`config.mk`:
```
export PLATFORM = sky130hd
export DESIGN_NAME = i2s_rx_deframer
export DESIGN_NICKNAME = d
export VERILOG_FILES = /design/src/rtl/i2s_rx_deframer.sv
export SDC_FILE = /design/constraint.sdc
export NUM_CORES = 1
export LEC_CHECK = 0
export ABC_AREA = 1
export CORE_UTILIZATION = 61
export CTS_CLUSTER_SIZE = 8
export DETAILED_ROUTE_END_ITERATION = 8
export HOLD_SLACK_MARGIN = 0.02
export PLACE_DENSITY = 0.8
export SETUP_SLACK_MARGIN = 0.02
export SLEW_MARGIN = 30
export SYNTH_ARGS = -nofsm -noshare
export SYNTH_HDL_FRONTEND = slang
export SYNTH_SLANG_ARGS = --single-unit
```
`constraint.sdc`:
```
create_clock -name refclk -period 12.1 [get_ports refclk]
set_input_delay 1.21 -clock refclk [delete_from_list [all_inputs] [get_ports refclk]]
set_output_delay 1.21 -clock refclk [all_outputs]
set_load 0.05 [all_outputs]
```
`src/rtl/i2s_rx_deframer.sv`:
```
// I2S receive deframer: oversamples bit clock/sync/data, rebuilds MSB-first L/R words, queues frames in a FWFT FIFO.
// Define I2S_RX_LEFT_JUSTIFIED_EN for left-justified framing; default is standard one-bit-delay I2S.
module i2s_rx_deframer #(
  parameter int WIDTH      = 24,
  parameter int FIFO_DEPTH = 4,
  parameter int LEVEL_W    = 3
) (
  input  logic               refclk,
  input  logic               rst,
  input  logic               enable,
  input  logic               i2s_clk,
  input  logic               i2s_sync,
  input  logic               i2s_rx,
  output logic [WIDTH-1:0]   rx_left,
  output logic [WIDTH-1:0]   rx_right,
  output logic               rx_valid,
  input  logic               rx_ready,
  output logic [LEVEL_W-1:0] fifo_level,
  output logic               aligned,
  output logic               overflow,
  output logic               frame_err,
  input  logic               err_clear
);

  localparam int CNT_W = $clog2(WIDTH + 1);
  localparam int PTR_W = $clog2(FIFO_DEPTH);

  typedef enum logic [1:0] {HUNT, LEFT, RIGHT} state_t;

  state_t             state, state_n;
  logic               clk_s1, clk_s2, clk_s3, sync_s1, sync_s2, rx_s1, rx_s2;
  logic               sync_prev, bit_evt, sync_chg;
  logic [CNT_W-1:0]   cnt, cnt_n, app_cnt, chk_cnt, new_cnt;
  logic [WIDTH-1:0]   shreg, sh_n, app_sh, chk_sh, new_sh;
  logic [WIDTH-1:0]   left_hold, left_n;
  logic               left_ok, left_ok_n, push_req, push_n, ferr_set;
  logic [2*WIDTH-1:0] push_data, push_data_n;

  logic [2*WIDTH-1:0] mem [FIFO_DEPTH];
  logic [PTR_W-1:0]   wr_ptr, rd_ptr;
  logic               full, pop, do_push;

  always_ff @(posedge refclk or posedge rst) begin
    if (rst) begin
      {clk_s1, clk_s2, clk_s3} <= '0;
      {sync_s1, sync_s2}       <= '0;
      {rx_s1, rx_s2}           <= '0;
      sync_prev                <= 1'b0;
    end else begin
      {clk_s1, clk_s2, clk_s3} <= {i2s_clk, clk_s1, clk_s2};
      {sync_s1, sync_s2}       <= {i2s_sync, sync_s1};
      {rx_s1, rx_s2}           <= {i2s_rx, rx_s1};
      if (bit_evt) sync_prev <= sync_s2;
    end
  end

  assign bit_evt  = clk_s2 & ~clk_s3;
  assign sync_chg = bit_evt & (sync_s2 != sync_prev);
  assign aligned  = (state != HUNT);

  always_comb begin
    app_sh  = (cnt < CNT_W'(WIDTH)) ? {shreg[WIDTH-2:0], rx_s2} : shreg;
    app_cnt = (cnt < CNT_W'(WIDTH)) ? cnt + 1'b1 : cnt;
`ifdef I2S_RX_LEFT_JUSTIFIED_EN
    // The sync-change bit is the new channel's MSB: check the old word first.
    chk_sh  = shreg;
    chk_cnt = cnt;
    new_sh  = {{(WIDTH-1){1'b0}}, rx_s2};
    new_cnt = CNT_W'(1);
`else
    chk_sh  = app_sh;
    chk_cnt = app_cnt;
    new_sh  = '0;
    new_cnt = '0;
`endif
  end

  always_comb begin
    state_n     = state;
    cnt_n       = cnt;
    sh_n        = shreg;
    left_n      = left_hold;
    left_ok_n   = left_ok;
    push_n      = 1'b0;
    push_data_n = push_data;
    ferr_set    = 1'b0;
    if (!enable) begin
      state_n   = HUNT;
      cnt_n     = '0;
      sh_n      = '0;
      left_ok_n = 1'b0;
    end else if (bit_evt) begin
      unique case (state)
        HUNT: if (sync_prev && !sync_s2) begin
          state_n   = LEFT;
          cnt_n     = new_cnt;
          sh_n      = new_sh;
          left_ok_n = 1'b0;
        end
        LEFT, RIGHT: if (!sync_chg) begin
          sh_n  = app_sh;
          cnt_n = app_cnt;
        end else begin
          cnt_n   = new_cnt;
          sh_n    = new_sh;
          state_n = sync_s2 ? RIGHT : LEFT;
          if (chk_cnt == CNT_W'(WIDTH)) begin
            if (state == LEFT) begin
              left_n    = chk_sh;
              left_ok_n = 1'b1;
            end else begin
              // Only a frame whose left word was also accepted is pushed.
              push_n      = left_ok & ~sync_s2;
              push_data_n = {left_hold, chk_sh};
              left_ok_n   = 1'b0;
            end
          end else begin
            ferr_set  = 1'b1;
            left_ok_n = 1'b0;
          end
        end
        default: state_n = HUNT;
      endcase
    end
  end

  always_ff @(posedge refclk or posedge rst) begin
    if (rst) begin
      state     <= HUNT;
      cnt       <= '0;
      shreg     <= '0;
      left_hold <= '0;
      left_ok   <= 1'b0;
      push_req  <= 1'b0;
      push_data <= '0;
      frame_err <= 1'b0;
      overflow  <= 1'b0;
    end else begin
      state     <= state_n;
      cnt       <= cnt_n;
      shreg     <= sh_n;
      left_hold <= left_n;
      left_ok   <= left_ok_n;
      push_req  <= push_n;
      push_data <= push_data_n;
      if (ferr_set)       frame_err <= 1'b1;
      else if (err_clear) frame_err <= 1'b0;
      if (push_req && full && !pop) overflow <= 1'b1;
      else if (err_clear)           overflow <= 1'b0;
    end
  end

  assign full     = (fifo_level == LEVEL_W'(FIFO_DEPTH));
  assign rx_valid = (fifo_level != '0);
  assign pop      = rx_valid & rx_ready;
  assign do_push  = push_req & (~full | pop);
  assign rx_left  = mem[rd_ptr][2*WIDTH-1:WIDTH];
  assign rx_right = mem[rd_ptr][WIDTH-1:0];

  always_ff @(posedge refclk or posedge rst) begin
    if (rst) begin
      for (int unsigned i = 0; i < FIFO_DEPTH; i++) mem[PTR_W'(i)] <= '0;
      wr_ptr     <= '0;
      rd_ptr     <= '0;
      fifo_level <= '0;
    end else begin
      if (do_push) begin
        mem[wr_ptr] <= push_data;
        wr_ptr      <= wr_ptr + 1'b1;
      end
      if (pop) rd_ptr <= rd_ptr + 1'b1;
      unique case ({do_push, pop})
        2'b10:   fifo_level <= fifo_level + 1'b1;
        2'b01:   fifo_level <= fifo_level - 1'b1;
        default: fifo_level <= fifo_level;
      endcase
    end
  end

endmodule

```
* Word level (Yosys, flattened, before mapping)
Index checks and enable logic that the tools add are counted.
** Cells by class
- Bitwise logic cells :: 12
- Reduce and logical (&&, ||, !) cells :: 18
- $lt $le $gt $ge :: 4
- Equality and inequality tests :: 11
- Add/sub/neg operators :: 5
- Multiplexer cells :: 46
** Operators with widths (number)
- $bwmux W192 :: 1
- $mux W48 :: 3
- $mux W24 :: 5
- $bmux W48 S2 :: 1
- $demux W48 S2 :: 1
- $pmux W24 S2 :: 1
- $mux W5 :: 5
- $mux W1 :: 20
- $reduce_and A6 Y1 :: 2
- $mux W2 :: 5
- $pmux W5 S2 :: 1
- $reduce_bool A2 Y1 :: 4
- $ge A3 B3 Y1 const B :: 2
- $ne A3 B3 Y1 const B :: 2
- $not A2 Y3 :: 2
- $pmux W3 S2 :: 1
- $reduce_and A3 Y1 :: 2
- $add A5 B1 Y5 const B :: 1
- $and A1 B1 Y1 :: 5
- $eq A5 B5 Y1 const B :: 1
- $lt A5 B5 Y1 const B :: 1
- $add A2 B1 Y2 const B :: 2
- $eq A2 B1 Y1 const B :: 2
- $eq A2 B2 Y1 const B :: 2
- other kinds (17) :: 24
** Word-level totals
- Bits of input ports :: 8
- Output and inout bits :: 55
- Bits in registers :: 314

* Logic depth before layout (Yosys ltp)
- Word-level depth :: 9
- Mapped depth :: 12

* Worst setup path after synthesis
OpenSTA, ideal clock, no wires.
- Path type :: register to output
- From :: register rd_ptr[0]
- To :: output rx_left[0]
- Path buffers :: 3
- Stages on the path, launching flop included :: 7
- Path slack :: 8.959 ns
- Arrival time :: 1.931 ns
- Required time :: 10.890 ns
- Cell sequence :: dfrtp_1 clkbuf_1 inv_1 buf_2 clkbuf_1 nor2_1 o22ai_1
** On the way
- Word-level cells in the longest chain between the ends :: 4
** RTL lines
- from (decl) :: RTL line 40 : logic [PTR_W-1:0] wr_ptr, rd_ptr;
- from (signal assigned) :: RTL line 171 : if (pop) rd_ptr <= rd_ptr + 1'b1;
- $not A2 Y3 (not written as such) :: RTL line 157 : assign rx_left = mem[rd_ptr][2*WIDTH-1:WIDTH];
- $bmux W48 S2 :: RTL line 157
- $mux W48 (2 in series)
- to (decl) :: RTL line 14 : output logic [WIDTH-1:0] rx_left,
Every way passes these cells. The select of a mux whose other input is x is not followed.

* Worst setup path after layout
- From :: register rd_ptr[0]
- To :: output rx_left[14]
The elaborated chain is that of the path after synthesis.

==> run summary <==
initial antenna violation count: 0
DP Wirelength: 19100 um
Setup Buffers After CTS: 0
Post-CTS Resized: 0
VDD IR max: 0.118 mV
Yosys reg bits: 314
via count: 11200
Worst-Skew Late Latency: 530 ps
DRT Pass-1 Iters: 5
CTS Hold Bufs: 0
Syn. warnings: 0
Critical Path AT: 3670 ps
Max Fanout on Critical Path: 58
starting density of the core: 62.7%
vias per inst: 5.72
port bufs: 62
Worst slew margin: 38.8%
most frequent cells in the layout: nand2_1, dfrtp_1, o21a_1
Fin Setup TNS: 0 ps
Cells after Synth: 1616
critical path type: flop to output pin
Setup crit end kind: output pin
clock power share: 31.7%
Setup Viol. Count Final: 0
synth unique cells: 27
Req. time, crit path: 10890 ps
layout cells sized above 1: 4.83%
number of max-cap violations: 0
syn avg cell area: 8.86 um2
Num CTS Buffers: 45
drt initial violations: 879
Area Overhead vs Synth: 13.1%
critical path launch point type: flop
height of the die: 155 um
design area: 0.0162 mm2
Pleak: 7.61 nW
NetSw: 1.26 mW
Seq pwr share: 33.2%
Antenna Cells: 0
Final Max Tran Viols: 0
CTS sink cnt: 314
core footprint: 0.0228 mm2
internal power: 2.06 mW
fmax: 205 MHz
Worst-path clk slew: 50 ps
global-route wire length before repair: 55400 um
placed instance area: 0.0150 mm2
CTS tree: yes
routed len/inst: 16.7 um
GRT Total Usage: 28.7%
fin crit period: 4880 ps
I/O pin cnt: 63
status: finished clean
GRT overflow: 0
NumNets Final: 1655
clock buffer depth: 3
total power: 3.32 mW
ANT nets after route: 0
RSZ-0062 raised after global routing: no
vias in the first global route: 11300
final core occ: 70.9%
register area share after synthesis: 54.9%
Comb pwr share: 35.1%
H-Tree Depth: 2
die area: 0.0241 mm2
CTS root buf: clkbuf_16
Power Density: 205 mW/mm2
final WL: 32500 um
Switching Share: 38.0%
pin count of the biggest net entering global routing: 108
DRC Markers: 0
Slew @ Worst Pin: 917 ps
row count: 55
Mapped Area: 0.0143 mm2
gpl congestion: 0.827
syn_nets: 1636
worst hold path class: flop to flop
Final period util: 40.3%
clk_skew: 15.5 ps
Hold Fails Final Rpt: 0
Die Wd: 155 um
commonest non-fill, non-tap cell in the layout: nand2_1
## kinds of logic (layout without fill, tap and decap cells)
kind of cell | count (synthesis) | count (layout) | share of synthesized area [%]
flops | 314 | 314 | 54.9
compound gates | 402 | 402 | 18.1
buf+inv | 282 | 301 | 7.96
fa+ha+maj | 12 | 12 | 1.10
simple gates | 601 | 601 | 17.7
xor+xnor | 5 | 5 | 0.306
## path summary, 6_finish.rpt
check	slack, ps	end	cells after the start	startpoint
worst min register to register	350	clk_s2	0	clk_s1
worst max register to register	9060	left_hold[12]	8	cnt[3]
max in group asynchronous	8970	mem[146]	4	rst
min in group asynchronous	1160	wr_ptr[0]	2	rst
worst min-delay path	350	clk_s2	0	clk_s1
worst max-delay path	7220	rx_left[14]	5	rd_ptr[0]
## synth_stat cells, drive strengths merged
cell,instances,share of area (%)
clkbuf,63,1.7
o21a,192,10
xor2,4,0.24
a21oi,8,0.31
o21ai,129,4.5
nand3,10,0.38
nand2,398,11
fa,1,0.14
nand3b,25,1.3
xnor2,1,0.061
nand4,51,2.2
dfrtp,314,55
inv,176,4.6
nor2,116,3.2
buf,43,1.7
nor3b,1,0.052
ha,11,0.96
o22ai,73,3.2
## routing by layer
metal	up-vias	wire length (um)	global-route usage, %
li1	5302	-	-
met1	5489	13900	37.7
met2	289	15900	48.5
met3	70	1740	4.68
met4	0	855	10.1
met5	-	0	0
## sequential cells by signal, summed over array words and instances, names as in the netlist
name        flops
rd_ptr          2
sync_s1         1
left_ok         1
frame_err       1
clk_s3          1
clk_s1          1
push_req        1
state           2
wr_ptr          2
sync_prev       1
shreg          24
cnt             5
sync_s2         1
overflow        1
push_data      48
rx_s2           1
clk_s2          1
left_hold      24
mem           192
rx_s1           1
fifo_level      3
## cell type report
cell class / count / area (um2)
clock buffers: 46 / 1130
clock inverters: 1 / 8.76
fillers: 1778 / 6650
inverters: 176 / 668
multi-input cells: 1020 / 5370
flip-flops and latches: 314 / 7860
well taps: 313 / 392
repair buffers: 78 / 779
## worst max-delay path: stages, from the launching register on
cell	delay, ps
dfrtp_2	670
inv_2	660
buf_4	580
o21ai_0	160
o22ai_1	200
clkdlybuf4s50_1	830
## through the flow
| stage | hold slack (ps) | worst slack [ps] | instances |
|---|---|---|---|
| floorplan | 331 | 2200 | 1616 |
| CTS | 353 | 7240 | 1948 |
| detailed placement | 336 | 7810 | 1901 |
| global route | 359 | 6950 | 1948 |
| global placement | 335 | 7810 | 1900 |
| finish | 348 | 7220 | 1948 |
## power by group through the flow
stage                     registers [mW]  logic [mW]  clock network [mW]
final                               1.10        1.17                1.05
after global routing                1.11        1.25                1.11
after CTS                           1.10        1.17                1.07
after detailed placement            1.12        1.16                   0
after global placement              1.12        1.15                   0
after floorplan                     1.12       0.810                   0
(Power assumes the default switching activity.)
